$ cat config.mk
export PLATFORM = sky130hd
export DESIGN_NAME = mem_arbiter
export DESIGN_NICKNAME = d
export VERILOG_FILES = /design/src/rtl/mem_arbiter.sv
export SDC_FILE = /design/constraint.sdc
export NUM_CORES = 1
export LEC_CHECK = 0
export BUFFER_PORTS_ARGS = -buffer_cell sky130_fd_sc_hd__buf_2
export CORE_AREA = 2 2 291 293
export DETAILED_ROUTE_END_ITERATION = 8
export DIE_AREA = 0 0 293 295
export PLACE_DENSITY_LB_ADDON = 0.25
export SLEW_MARGIN = 40
export SYNTH_ARGS = -nofsm -noshare
export SYNTH_HDL_FRONTEND = slang
export SYNTH_SLANG_ARGS = --single-unit
$ cat constraint.sdc
create_clock -name clk -period 2.78 [get_ports clk]
set_clock_uncertainty 0.2 [all_clocks]
set_input_delay 0.556 -clock clk [delete_from_list [all_inputs] [get_ports clk]]
set_output_delay 0.556 -clock clk [all_outputs]
set_load 0.05 [all_outputs]
$ cat src/rtl/mem_arbiter.sv
// Round-robin arbiter that serialises icache refills and dcache refills/writebacks
// onto one line-wide main-memory port, one outstanding transaction at a time.
module mem_arbiter #(
  parameter int ADDR_WIDTH = 32,
  parameter int LINE_WIDTH = 128
) (
  input  logic                  clk,
  input  logic                  rst,
  input  logic                  ic_req_i,
  input  logic [ADDR_WIDTH-1:0] ic_addr_i,
  output logic                  ic_rdy_o,
  output logic [LINE_WIDTH-1:0] ic_line_o,
  input  logic                  dc_req_i,
  input  logic                  dc_we_i,
  input  logic [ADDR_WIDTH-1:0] dc_addr_i,
  input  logic [LINE_WIDTH-1:0] dc_wdata_i,
  output logic                  dc_rdy_o,
  output logic [LINE_WIDTH-1:0] dc_line_o,
  output logic                  mem_req_o,
  output logic                  mem_we_o,
  output logic [ADDR_WIDTH-1:0] mem_addr_o,
  output logic [LINE_WIDTH-1:0] mem_wdata_o,
  input  logic                  mem_ack_i,
  input  logic [LINE_WIDTH-1:0] mem_rdata_i
);

  localparam int LINE_OFFS = $clog2(LINE_WIDTH / 8);
  localparam logic [ADDR_WIDTH-1:0] ADDR_MASK = {ADDR_WIDTH{1'b1}} << LINE_OFFS;

  typedef enum logic [1:0] {IDLE, BUSY, DONE} state_e;

  state_e                 state_q;
  logic                   ownerDc_q;
  logic                   memReq_q;
  logic                   memWe_q;
  logic [ADDR_WIDTH-1:0]  memAddr_q;
  logic [LINE_WIDTH-1:0]  memWdata_q;
  logic                   icRdy_q;
  logic                   dcRdy_q;
  logic [LINE_WIDTH-1:0]  icLine_q;
  logic [LINE_WIDTH-1:0]  dcLine_q;

  logic                   grantValid_d;
  logic                   grantDc_d;
  logic                   grantWe_d;
  logic [ADDR_WIDTH-1:0]  grantAddr_d;
  logic [LINE_WIDTH-1:0]  grantWdata_d;

  // On a conflict the side that did not win last time gets the port.
  always_comb begin
    grantValid_d = ic_req_i | dc_req_i;
    grantDc_d    = dc_req_i & (~ic_req_i | ~ownerDc_q);
    grantWe_d    = grantDc_d & dc_we_i;
    grantAddr_d  = (grantDc_d ? dc_addr_i : ic_addr_i) & ADDR_MASK;
    grantWdata_d = grantWe_d ? dc_wdata_i : '0;
  end

  // ownerDc_q doubles as last_grant: the owner of a transaction is always the last side granted.
  always_ff @(posedge clk) begin
    if (!rst) begin
      state_q    <= IDLE;
      ownerDc_q  <= 1'b0;
      memReq_q   <= 1'b0;
      memWe_q    <= 1'b0;
      memAddr_q  <= '0;
      memWdata_q <= '0;
      icRdy_q    <= 1'b0;
      dcRdy_q    <= 1'b0;
      icLine_q   <= '0;
      dcLine_q   <= '0;
    end else begin
      icRdy_q <= 1'b0;
      dcRdy_q <= 1'b0;
      case (state_q)
        IDLE: begin
          if (grantValid_d) begin
            ownerDc_q  <= grantDc_d;
            memReq_q   <= 1'b1;
            memWe_q    <= grantWe_d;
            memAddr_q  <= grantAddr_d;
            memWdata_q <= grantWdata_d;
            state_q    <= BUSY;
          end
        end
        BUSY: begin
          if (mem_ack_i) begin
            if (!memWe_q) begin
              if (ownerDc_q) dcLine_q <= mem_rdata_i;
              else           icLine_q <= mem_rdata_i;
            end
            memReq_q   <= 1'b0;
            memWe_q    <= 1'b0;
            memAddr_q  <= '0;
            memWdata_q <= '0;
            icRdy_q    <= ~ownerDc_q;
            dcRdy_q    <= ownerDc_q;
            state_q    <= DONE;
          end
        end
        DONE: begin
          state_q <= IDLE;
        end
        default: begin
          state_q <= IDLE;
        end
      endcase
    end
  end

  assign ic_rdy_o    = icRdy_q;
  assign dc_rdy_o    = dcRdy_q;
  assign ic_line_o   = icLine_q;
  assign dc_line_o   = dcLine_q;
  assign mem_req_o   = memReq_q;
  assign mem_we_o    = memWe_q;
  assign mem_addr_o  = memAddr_q;
  assign mem_wdata_o = memWdata_q;

endmodule

==> Word-level counts from Yosys, hierarchy flattened <==
Index checks and enable logic that the tools add are counted.
{ "totals": {"register_bits": 423, "inputBits": 326, "output_inout_bits": 420, "elab_cells": 44} }
{ "op_classes": {"eq_ne": 3, "n_mux": 16, "bitwise_logic": 7, "n_reduce_logical": 8} }
{ "op_table": {"columns": ["operator", "n"], "rows": [
  ["two-way mux 128 bit", 3],
  ["case mux 128 bit (2 select lines)", 1],
  ["two-way mux 32 bit", 3],
  ["case mux 32 bit (2 select lines)", 1],
  ["AND reduction 4 bit", 2],
  ["AND reduction 3 bit", 2],
  ["two-way mux 2 bit", 2],
  ["!= test 2 bit (second input constant)", 2],
  ["case mux 1 bit (2 select lines)", 2],
  ["case mux 2 bit (2 select lines)", 1],
  ["AND reduction 2 bit", 2],
  ["two-way mux 1 bit", 3],
  ["inverter 1 bit", 3],
  ["AND 1 bit", 2],
  ["== test 2 x 1 -> 1 bit (second input constant)", 1],
  ["zero test 2 bit", 1],
  ["bitwise OR 1 bit", 2],
  ["nonzero test 2 bit", 1]
]} }

==> Longest topological paths before layout <==
{ "depth": {"depth_word": 7, "mapped_depth": 7, "depth_no_buf": 3} }

==> Worst setup path before layout <==
No wires, ideal clock.
{ "synth_path": {"kind": "reg-to-reg", "startpoint": "register memWe_q, in the netlist mem_we_o", "endpoint": "register dcLine_q[14], in the netlist dc_line_o[14]", "setup_ns": 0.070, "arrival_time_ns": 1.516, "required_time_ns": 2.510, "slack_ns": 0.994, "path_stages_with_launch": 6, "path_buffers": 2, "synth_period_minus_slack_ns": 1.786, "cell_sequence": "dfxtp_1 > nand4bb_1 > buf_2 > clkbuf_1 > o21ai_0 > a21oi_1"} }
{ "synth_between": {"elab_chain_len": 2} }
{ "synth_lines": {"columns": ["item", "line", "rtl"], "rows": [
  ["start, declared", "35", "logic memWe_q;"],
  ["start signal, assigned", "79", "memWe_q <= grantWe_d;"],
  ["inverter 1 bit (no line)", null, null],
  ["AND reduction 4 bit (no line)", null, null],
  ["end signal, assigned", "88", "if (ownerDc_q) dcLine_q <= mem_rdata_i;"],
  ["end, declared", "41", "logic [LINE_WIDTH-1:0] dcLine_q;"]
]} }
No other way between the ends.
A chain may end at the register's enable or synchronous reset.

==> Worst setup path after layout <==
{ "layout_path": {"startpoint": "register state_q[0]", "endpoint": "register memWdata_q[97], in the netlist mem_wdata_o[97]"} }
{ "layout_between": {"elab_chain_len": 3, "elab_cells_between_ends": 7, "cone_classes": "eq/ne: 3; mux: 1; reduce/logical: 3"} }
{ "layout_lines": {"columns": ["item", "line", "rtl"], "rows": [
  ["start, declared", "32", "state_e state_q;"],
  ["start signal, assigned", "61", "state_q <= IDLE;"],
  ["start signal, assigned", "82", "state_q <= BUSY;"],
  ["start signal, assigned", "97", "state_q <= DONE;"],
  ["== test 2 x 1 -> 1 bit or zero test 2 bit (tied branches)", "74", "case (state_q)"],
  ["!= test 2 bit (no line) or nonzero test 2 bit (tied branches)", null, null],
  ["AND reduction 3 bit (no line)", null, null],
  ["end signal, assigned", "81", "memWdata_q <= grantWdata_d;"],
  ["end, declared", "37", "logic [LINE_WIDTH-1:0] memWdata_q;"]
]} }
Parallel ways exist; a longest one is shown, timed or not.

==> impl_metrics.csv <==
group,metric,value,unit
timing,hold_viol_final,0,
synthesis,synth_top_area_share,56.5,%
pwr,power.leakage,9.80,nW
route,vias,15500,
worst_setup_path,worstPathArrival,2.40,ns
timing,tns,0,ns
global_route,grt_pass1_vias,15400,
min_path,min_path_type,"in -> reg",
clocking,post_cts_buffers,0,
synthesis,async_flop_share,0,%
synthesis,synthCells,1580,
place,placed_cells,3266,
run,drv_cap,0,
synthesis,yosys_register_bits,419,
place,io_buffer_count,733,
pwr,powerDensity,662,mW/mm^2
place,place_ws,0.447,ns
synthesis,synth_ff_type,"dfxtp_1",
timing,setup_viol,0,
synthesis,synth_common_cells,"419 x dfxtp_1, 258 x a21oi_1, 257 x o21ai_0",
timing,rsz0062_at_grt,"false",
route,route.detailed.drc,0,
global_route,grt_antenna_before_repair,7,
floorplan,die_h,295,um
run_status,status,"complete, no violations",
layout,area_delta_synth_final,52.1,%
clocking,clk_pin_slew,0.06,ns
global_route,grt_max_degree,157,
timing,worst_pin_slew,0.817,ns
timing,slew-limit-headroom,45.5,%
layout,drive_gt1_share,36.3,%
synthesis,synthTopCellsByArea,"dfxtp_1 56%, a21oi_1 8.7%, o21ai_0 8.7%",
clocking,cts_tree,"built",
place,place_hpwl,46.6,mm
clocking,cts_buffers,48,
global_route,grt_use_total,13.8,%
timing,fmax,479,MHz
synthesis,yosysSeqAreaShare,56.5,%
floorplan,start_util,17.9,%
route,wl_per_cell,18.3,um
place,routabilityCongestion,0.847,
clocking,cts_root_buf,"clkbuf_16",
floorplan,die_area,0.0864,mm^2
pwr,ir_worst_vdd,0.397,mV
clocking,htree_levels,2,
clocking,clock_path_buffers,3,
floorplan,die_w,293,um
worst_setup_path,critPathKind,"reg -> reg",
clocking,clock_sinks,419,
clocking,insertion_delay,0.57,ns
timing,whs,0.0565,ns
timing,period_share,75.1,%
route,drt_iter0_markers,750,
worst_setup_path,endpoint_kind,"flip-flop",
layout,final_cells,3485,
route,antenna_left,0,
timing,fin_crit,2.09,ns
route,dr.pass1.iters,6,
synthesis,synth-edff-count,0,
global_route,grt_pass1_wl,93.4,mm
worst_setup_path,required,3.09,ns
layout,fin_nets,2690,
clocking,post_cts_resized,0,
synthesis,synth_cell_types,31,
timing,final.setup.worst_slack,0.693,ns
worst_setup_path,setup.worst_path.start_class,"flip-flop",
floorplan,io_pins,746,
route,routed_via_density,4.43,
synthesis,yosysTopAreaCell,"dfxtp_1",
global_route,globalRouteOverflowTotal,0,
layout,final_util,27.2,%
floorplan,core.rowCount,106,
synthesis,yosysWarnings,0,
synthesis,yosysMostFrequentCell,"dfxtp_1",
synthesis,avgSynthCellArea,9.40,um^2
route,finalWirelength,63.8,mm
synthesis,synth_area,0.0149,mm^2
timing,slew_violations,0,
floorplan,coreArea,0.0832,mm^2
worst_setup_path,cp_max_fo,34,
-- registers in the layout, summed over array words and instances (netlist names) --
register     count
ic_rdy_o         1
mem_wdata_o    128
dc_rdy_o         1
state_q          2
mem_req_o        1
ic_line_o      128
mem_addr_o      28
ownerDc_q        1
dc_line_o      128
mem_we_o         1
-- area by class of cell --
class                      count  area, um^2
inverter                       3        23.8
antenna                        5        12.5
fill                        8857       60600
tap                         1080        1350
clock inverter                19         148
sequential                   419        8390
timing repair buffer         913        5570
multi-input combinational    979        5700
clock buffer                  67        1400
-- logic make-up (layout without fill, tap and decap cells) --
logic type | Yosys count | count (layout) | share of synthesized area [%]
AOI/OAI and AO/OA | 678 | 678 | 26.9
buffers and inverters | 185 | 1002 | 5.51
DFF | 419 | 419 | 56.5
muxes | 28 | 28 | 1.89
other | 1 | 9 | 0.0252
and+or+nand+nor | 269 | 269 | 9.19
-- worst max-delay path: stages (launching register included) --
cell and delay (ns):
dfxtp_1 0.40, nor3_1 0.29, o31a_2 0.49, buf_4 0.44, a22o_1 0.19
-- layout by cell type (no fill, tap or decap), types with 2 or more instances in the layout --
cell,count
a22o_1,128
nand3_1,256
nor3b_1,2
clkbuf_16,50
conb_1,4
buf_2,733
o21ai_0,257
nor3_1,3
diode_2,5
dlygate4sd3_1,128
clkinvlp_4,5
buf_12,18
clkbuf_8,8
nor2_1,2
dfxtp_1,418
mux2i_1,28
clkbuf_1,9
a21oi_1,258
clkinv_2,11
o2bb2ai_1,28
buf_4,34
inv_6,2
-- per-stage QoR --
step	instance area [um^2]	total power, mW
floorplan	14900	7.91
global placement	19800	8.73
detailed placement	19800	8.76
CTS	22600	15.2
global route	22600	15.6
finish	22600	15.0
-- power breakdown --
group	switching [mW]	total, mW	leakage, nW	internal, mW
logic	1.70	2.43	5.65	0.724
clock network	2.60	6.19	0.754	3.59
registers	0.114	6.34	3.40	6.22
total	4.42	15.0	9.80	10.5
-- repair_timing --
action                                  in CTS  in global routing
endpoints found under the setup margin       0                  0
endpoints found under the hold margin      128                  0
hold buffers                               128                  0
-- worst paths after layout --
kind                                     from                            to  slack (ns)  depth (start not counted)
hold reg to reg   mem_addr_o[26]$_SDFFE_PN0P_   mem_addr_o[26]$_SDFFE_PN0P_        0.26                          1
setup reg to reg      state_q[0]$_SDFFE_PN0P_  mem_wdata_o[97]$_SDFFE_PN0P_        0.69                          4
hold / removal                  ic_addr_i[28]   mem_addr_o[28]$_SDFFE_PN0P_        0.06                          3
setup / recovery      state_q[0]$_SDFFE_PN0P_  mem_wdata_o[97]$_SDFFE_PN0P_        0.69                          4
-- metal layers --
layer  wire, um  up-vias  part of all wire [%]  GRT usage [%]
li1           -     7359                     -              -
met1      23900     7391                    37           14.8
met2      32500      576                    51           25.2
met3       4500      121                   7.0           3.78
met4       2970        4                   4.7           6.42
met5         34        -                 0.053              0
No activity file was read; power rests on OpenSTA's default activity.
